$ cat src/rtl/branch_target_predictor.sv
// Direct-mapped branch target buffer with per-entry saturating direction counters.
// Lookup is combinational from registered state; ID-stage resolution trains entries.
module branch_target_predictor #(
    parameter int ENTRIES = 16,
    parameter int CNT_W   = 2,
    parameter int IDX_W   = $clog2(ENTRIES)
) (
    input  logic        clk,
    input  logic        rst,
    input  logic        lk_en,
    input  logic [31:0] lk_pc,
    output logic        pred_hit,
    output logic        pred_taken,
    output logic [31:0] pred_next_pc,
    input  logic        upd_valid,
    input  logic [31:0] upd_pc,
    input  logic        upd_taken,
    input  logic        upd_jump,
    input  logic [31:0] upd_target,
    input  logic        upd_mispred,
    input  logic        inv_all,
    output logic [31:0] lk_cnt,
    output logic [31:0] mp_cnt
);

    localparam int TAG_W = 32 - IDX_W - 2;
    localparam logic [CNT_W-1:0] CNT_MAX  = '1;
    localparam logic [CNT_W-1:0] CNT_WEAK = CNT_W'(1 << (CNT_W - 1));
    localparam logic [CNT_W-1:0] CNT_ONE  = CNT_W'(1);

    logic [ENTRIES-1:0] valid_q, valid_d;
    logic [TAG_W-1:0]   tag_q    [ENTRIES];
    logic [TAG_W-1:0]   tag_d    [ENTRIES];
    logic [31:0]        target_q [ENTRIES];
    logic [31:0]        target_d [ENTRIES];
    logic [CNT_W-1:0]   cnt_q    [ENTRIES];
    logic [CNT_W-1:0]   cnt_d    [ENTRIES];
    logic [31:0]        lk_cnt_q, lk_cnt_d;
    logic [31:0]        mp_cnt_q, mp_cnt_d;

    logic [IDX_W-1:0] lk_idx, upd_idx;
    logic [TAG_W-1:0] lk_tag, upd_tag;
    logic             upd_hit;
    logic             unused_pc_bits;

    assign lk_idx  = lk_pc[IDX_W+1:2];
    assign lk_tag  = lk_pc[31:IDX_W+2];
    assign upd_idx = upd_pc[IDX_W+1:2];
    assign upd_tag = upd_pc[31:IDX_W+2];
    // Byte offset within the instruction word never affects index or tag.
    assign unused_pc_bits = ^{lk_pc[1:0], upd_pc[1:0]};

    // No bypass from the update port: lookup sees only registered state.
    assign pred_hit     = valid_q[lk_idx] && (tag_q[lk_idx] == lk_tag);
    assign pred_taken   = pred_hit && cnt_q[lk_idx][CNT_W-1];
    assign pred_next_pc = pred_taken ? target_q[lk_idx] : (lk_pc + 32'd4);

    assign upd_hit = valid_q[upd_idx] && (tag_q[upd_idx] == upd_tag);

    always_comb begin
        valid_d  = valid_q;
        tag_d    = tag_q;
        target_d = target_q;
        cnt_d    = cnt_q;
        if (inv_all) begin
            valid_d = '0;
        end else if (upd_valid) begin
            if (upd_hit) begin
                if (upd_jump) begin
                    cnt_d[upd_idx] = CNT_MAX;
                end else if (upd_taken) begin
                    if (cnt_q[upd_idx] != CNT_MAX)
                        cnt_d[upd_idx] = cnt_q[upd_idx] + CNT_ONE;
                end else if (cnt_q[upd_idx] != '0) begin
                    cnt_d[upd_idx] = cnt_q[upd_idx] - CNT_ONE;
                end
                if (upd_taken)
                    target_d[upd_idx] = upd_target;
            end else if (upd_taken) begin
                valid_d[upd_idx]  = 1'b1;
                tag_d[upd_idx]    = upd_tag;
                target_d[upd_idx] = upd_target;
                cnt_d[upd_idx]    = upd_jump ? CNT_MAX : CNT_WEAK;
            end
        end
    end

    always_comb begin
        lk_cnt_d = lk_cnt_q;
        mp_cnt_d = mp_cnt_q;
        if (lk_en)
            lk_cnt_d = lk_cnt_q + 32'd1;
        if (upd_valid && upd_mispred)
            mp_cnt_d = mp_cnt_q + 32'd1;
    end

    always_ff @(posedge clk) begin
        if (rst) begin
            valid_q  <= '0;
            lk_cnt_q <= '0;
            mp_cnt_q <= '0;
            for (int k = 0; k < ENTRIES; k++) begin
                tag_q[k]    <= '0;
                target_q[k] <= '0;
                cnt_q[k]    <= '0;
            end
        end else begin
            valid_q  <= valid_d;
            tag_q    <= tag_d;
            target_q <= target_d;
            cnt_q    <= cnt_d;
            lk_cnt_q <= lk_cnt_d;
            mp_cnt_q <= mp_cnt_d;
        end
    end

    assign lk_cnt = lk_cnt_q;
    assign mp_cnt = mp_cnt_q;

endmodule

$ cat config.mk
export PLATFORM = sky130hd
export DESIGN_NAME = branch_target_predictor
export DESIGN_NICKNAME = d
export VERILOG_FILES = /design/src/rtl/branch_target_predictor.sv
export SDC_FILE = /design/constraint.sdc
export NUM_CORES = 2
export LEC_CHECK = 0
export ABC_AREA = 1
export CAP_MARGIN = 20
export CORE_MARGIN = 2
export CORE_UTILIZATION = 45
export DETAILED_ROUTE_END_ITERATION = 12
export DONT_BUFFER_PORTS = 1
export GPL_ROUTABILITY_DRIVEN = 1
export PLACE_DENSITY_LB_ADDON = 0.2
export REMOVE_ABC_BUFFERS = 1
export SLEW_MARGIN = 20
export SYNTH_ARGS = -nofsm -noshare
export SYNTH_HDL_FRONTEND = slang
export SYNTH_SLANG_ARGS = --single-unit
$ cat constraint.sdc
create_clock -name clk -period 4.9 [get_ports clk]
set_input_delay 0.49 -clock clk [delete_from_list [all_inputs] [get_ports clk]]
set_output_delay 0.49 -clock clk [all_outputs]
set_load 0.05 [all_outputs]
==> results.md <==
- By area, the combinational part of the netlist is dominated by simple AND/OR/NAND/NOR gates.
- The total core area is 119,000 sq um.
- The path class of the tightest hold or removal check is in2reg.
- The fraction of layout instances using a drive strength above 1 is 0.0492.
- The CTS buffer count is 114.
- In this run the remaining antenna-violating nets after routing total 0.
- The capturing point of the worst reg2reg path is tag_q[287].
- Of the total synthesized cell area, the portion taken by AND, OR, NAND and NOR gates is 0.298.
- The worst hold path startpoint is upd_valid.
- The total overflow left after global routing is 0.
- The per-instance average area after synthesis is 6.32 sq um.
- The first global-routing pass estimated 323,000 microns of wire.
- Clock latency on the worst-skew pair, taken at its later pin, is 780 ps.
- Dividing the detail-routed via count by the number of cells gives 5.89.
- The data arrival time of the worst path is 4510 ps.
- In the synthesized netlist the dominant register cell turns out to be dfxtp_1.
- The worst setup slack after placement is 387 ps.
- The final weighted congestion of routability-driven global placement is 0.983.
- The die covers 123,000 sq um.
- The summed instance area of the synthesized netlist is 54,100 sq um.
- The area fraction of the dominant cell type after synthesis is 0.385.
- Counting cells, the worst reg-to-reg path comes to 16.
- The count of flip-flops with a built-in enable after synthesis is 0.
- The most common library cell in the layout ignoring fill and taps is nor2_1.
- The depth of the CTS H-tree is 3.
- The buffer type at the clock tree root is clkbuf_16.
- The worst hold path was traced through 3 stages.
- Of the synthesized area, sequential elements account for 0.385.
- The relative max-transition margin is 0.203.
- Counting buffers and inverters, the worst setup path is 16 cells deep.
- The clock tree from TritonCTS is done.
- The finished layout holds 9,868 standard cells, fillers aside.
- The setup slack of the most critical reg-to-reg path is 1450 ps.
- The maximum count of clock buffers along a single path is 3.
- The run finished, with violations left.
- Setup violations remaining at the end of the flow were counted as 2.
- The number of global-route vias before repair is 52,000.
- After clock tree synthesis, the clock-pin slew on the worst setup and hold paths is 60 ps.
- Counting flops and latches in the post-synthesis netlist gives 1,040.
- Leaving out fill and tap cells, the most frequent cells in the layout are 1,851 x nor2_1, 1,522 x nand2_1, 1,330 x o21ai_0.
- The initial antenna violation count is 12.
- Dividing the detail-routed wire length by the instance count gives 21.9 microns.
- The aggregate global-route resource usage is 0.337.
- The biggest cell delay along the critical path is 760 ps.
- The final worst clock skew is 69.3 ps.
- STA classifies the critical path endpoint as an output pin.
- The final critical-path required period is 5000 ps.
- Summing internal, switching and leakage power gives 0.0194 W.
- The maximum clock frequency is 0.200 GHz.
- The max-slew violation count came to 0.
- The worst-case IR drop observed on VDD is 0.358 mV.
- The iteration count of the initial detailed-routing pass is 8.
- The family of cells with the greatest summed delay on the critical path is simple AND/OR/NAND/NOR gates.
- The die is 351 microns tall.
- Of the available clock period, the critical path in the final layout requires 1.02.
- The xor and xnor area share after synthesis is 0.00680.
- Across all setup checks in the final design, the least slack found is -95.4 ps.
- Of all nets on the critical path, the largest fanout is 293.
- For this run, the post-layout net count is 8,268.
- The instance count after placement with tap cells included is 9,590.
- The critical path required time is 4410 ps.
- The largest total area in the synthesized netlist belongs to dfxtp_1.
- For the pin with the worst max-slew slack, the measured transition is 1190 ps.
- The count of cell types in the netlist is 46.
- 202 I/O pins were placed.
- The checks that failed: negative setup slack.
- Traced cell by cell, the critical path runs through inv_6, buf_12, a21oi_1, o21ai_0, nand2_1, nand2_1, nand3_1, xnor2_1, nand3_1, nor2_1, nand3_1, nor2_1, nand3_1, nand2_1, nand2_1, buf_12.
- For this design the static power due to leakage is 24.6 nW.
- From synthesis to final layout, the design area changed by 10.4%.
- For this design, the sink count on the clock tree is 1,040.
- The hold slack is 62.6 ps.
- The arithmetic-cell share of the synthesized area counting full adders, half adders and majority gates is 0.00116.
- The cell type of the slowest stage on the worst timing path is inv_6.
- By startpoint and endpoint, the worst setup path is classified as in2out.
- Summed over all nets, the half-perimeter wirelength after detailed placement is 117,000 microns.
- The total number of vias is 58,100.
- During placement, the flow inserted port buffers numbering 0.
- The number of DRC violations after detailed-routing iteration 0 is 7,257.
- Counting both buffers and inverters, the worst setup path holds a total of 3.
- The sum of routed wire length over all layers is 216,000 microns.
- The path with the worst hold slack has its endpoint at mp_cnt[1].
- For this configuration, the core starts out at a cell density of 0.452.
- The number of hold violations in the final report was 0.
- The number of cells produced by synthesis is 8,557.
- After synthesis, the share of flip-flops with an asynchronous set or reset is 0.
- The reg-to-reg startpoint is tag_q[271].
- Dividing total power by cell area gives a power density of 325 nW/um^2.
- In the post-synthesis netlist, the biggest area contributors are dfxtp_1 39%, nor2_1 13%, o21ai_0 12%, nand2_1 11%, a21oi_1 6.2%.
- After routing, the total negative slack on setup checks comes to -188 ps.
- The type of element launching the critical path is an input port.
- For this run, the number of Yosys warnings is 0.
- The horizontal die dimension is 351 microns.
- The fraction of synthesized area in multiplexers is 0.
- The area fraction in compound gates after synthesis is 0.224.
- In this run the core area contains 127 standard-cell rows.
- After detailed routing, the number of remaining DRC violations is 0.
- The largest net degree at the start of global routing is 451.
- The number of max-cap violations is 0.
## state kept, by name, summed over array words and instances (netlist names)
register  flops
target_q    512
tag_q       416
cnt_q        32
lk_cnt       32
mp_cnt       32
valid_q      16
## cell type report
cell class / instances / area, sq um
Sequential cell: 1040 / 20800
Tap cell: 1612 / 2020
Multi-Input combinational cell: 6370 / 28800
Timing Repair inverter: 1 / 11.3
Timing Repair Buffer: 221 / 2470
Inverter: 411 / 1590
Clock buffer: 163 / 3300
Antenna cell: 4 / 10.0
Fill cell: 12200 / 59800
Clock inverter: 46 / 677
## report_power, final
group / total, W / leakage [nW] / internal (W) / switching (W)
registers: 0.00856 / 8.38 / 0.00851 / 0.0000427
logic: 0.00170 / 14.3 / 0.000476 / 0.00123
clock network: 0.00913 / 1.94 / 0.00528 / 0.00386
total: 0.0194 / 24.6 / 0.0143 / 0.00513
## worst max-delay path by stage
stage,slack (ps),to,startpoint
6_report,-100,pred_next_pc[29],lk_pc[3]
4_1_cts,450,pred_next_pc[24],lk_pc[3]
3_3_place_gp,410,pred_next_pc[29],lk_pc[2]
5_1_grt,-10,pred_next_pc[24],lk_pc[2]
2_1_floorplan,-3120,valid_q[0],rst
3_5_place_dp,390,pred_next_pc[24],lk_pc[2]
## repair_timing
item,4_1_cts,5_1_grt
buffers inserted,0,0
resized for setup,0,1
setup endpoints to repair,0,3
hold buffers,64,0
hold endpoints to repair,763,0
## cell usage after synthesis (all sizes together), types with 53 or more instances
cell type and instances:
nor2 1879, dfxtp 1040, clkbuf 479, inv 384, nand2 1534, a21oi 667
o21ai 1378, nand4 62, nor3 53, buf 257, nand3 488, o22ai 99
## worst register-to-register path: cells and delay by family (launching register included)
family	cells	cell delay, ps
buffers and inverters	1	740
DFF	1	330
AOI/OAI and AO/OA	1	190
and+or+nand+nor	14	2050
## layer usage
metal  global-route usage  up-vias  share of wire
li1                     -    27300              -
met1                0.450    27200           0.41
met2                0.523     3024           0.44
met3               0.0698      608           0.11
met4                0.153       12          0.047
met5                    0        -        0.00036
## stage by stage
step | area [sq um] | utilization
after floorplan | 51000 | -
after global placement | 55100 | 0.461
after detailed placement | 55100 | 0.461
after CTS | 59700 | 0.499
after global routing | 59700 | 0.500
final | 59700 | 0.500
## cells by family (layout without fill, tap and decap cells)
kind of cell / after synthesis / after routing
XOR/XNOR: 42 / 42
adder cells (fa/ha/maj): 5 / 5
other: 0 / 4
buffers and inverters: 1147 / 842
AO/OA/AOI/OAI: 2295 / 2295
AND/OR/NAND/NOR: 4028 / 4028
flip-flops: 1040 / 1040
Power figures use the tool's default switching activity.
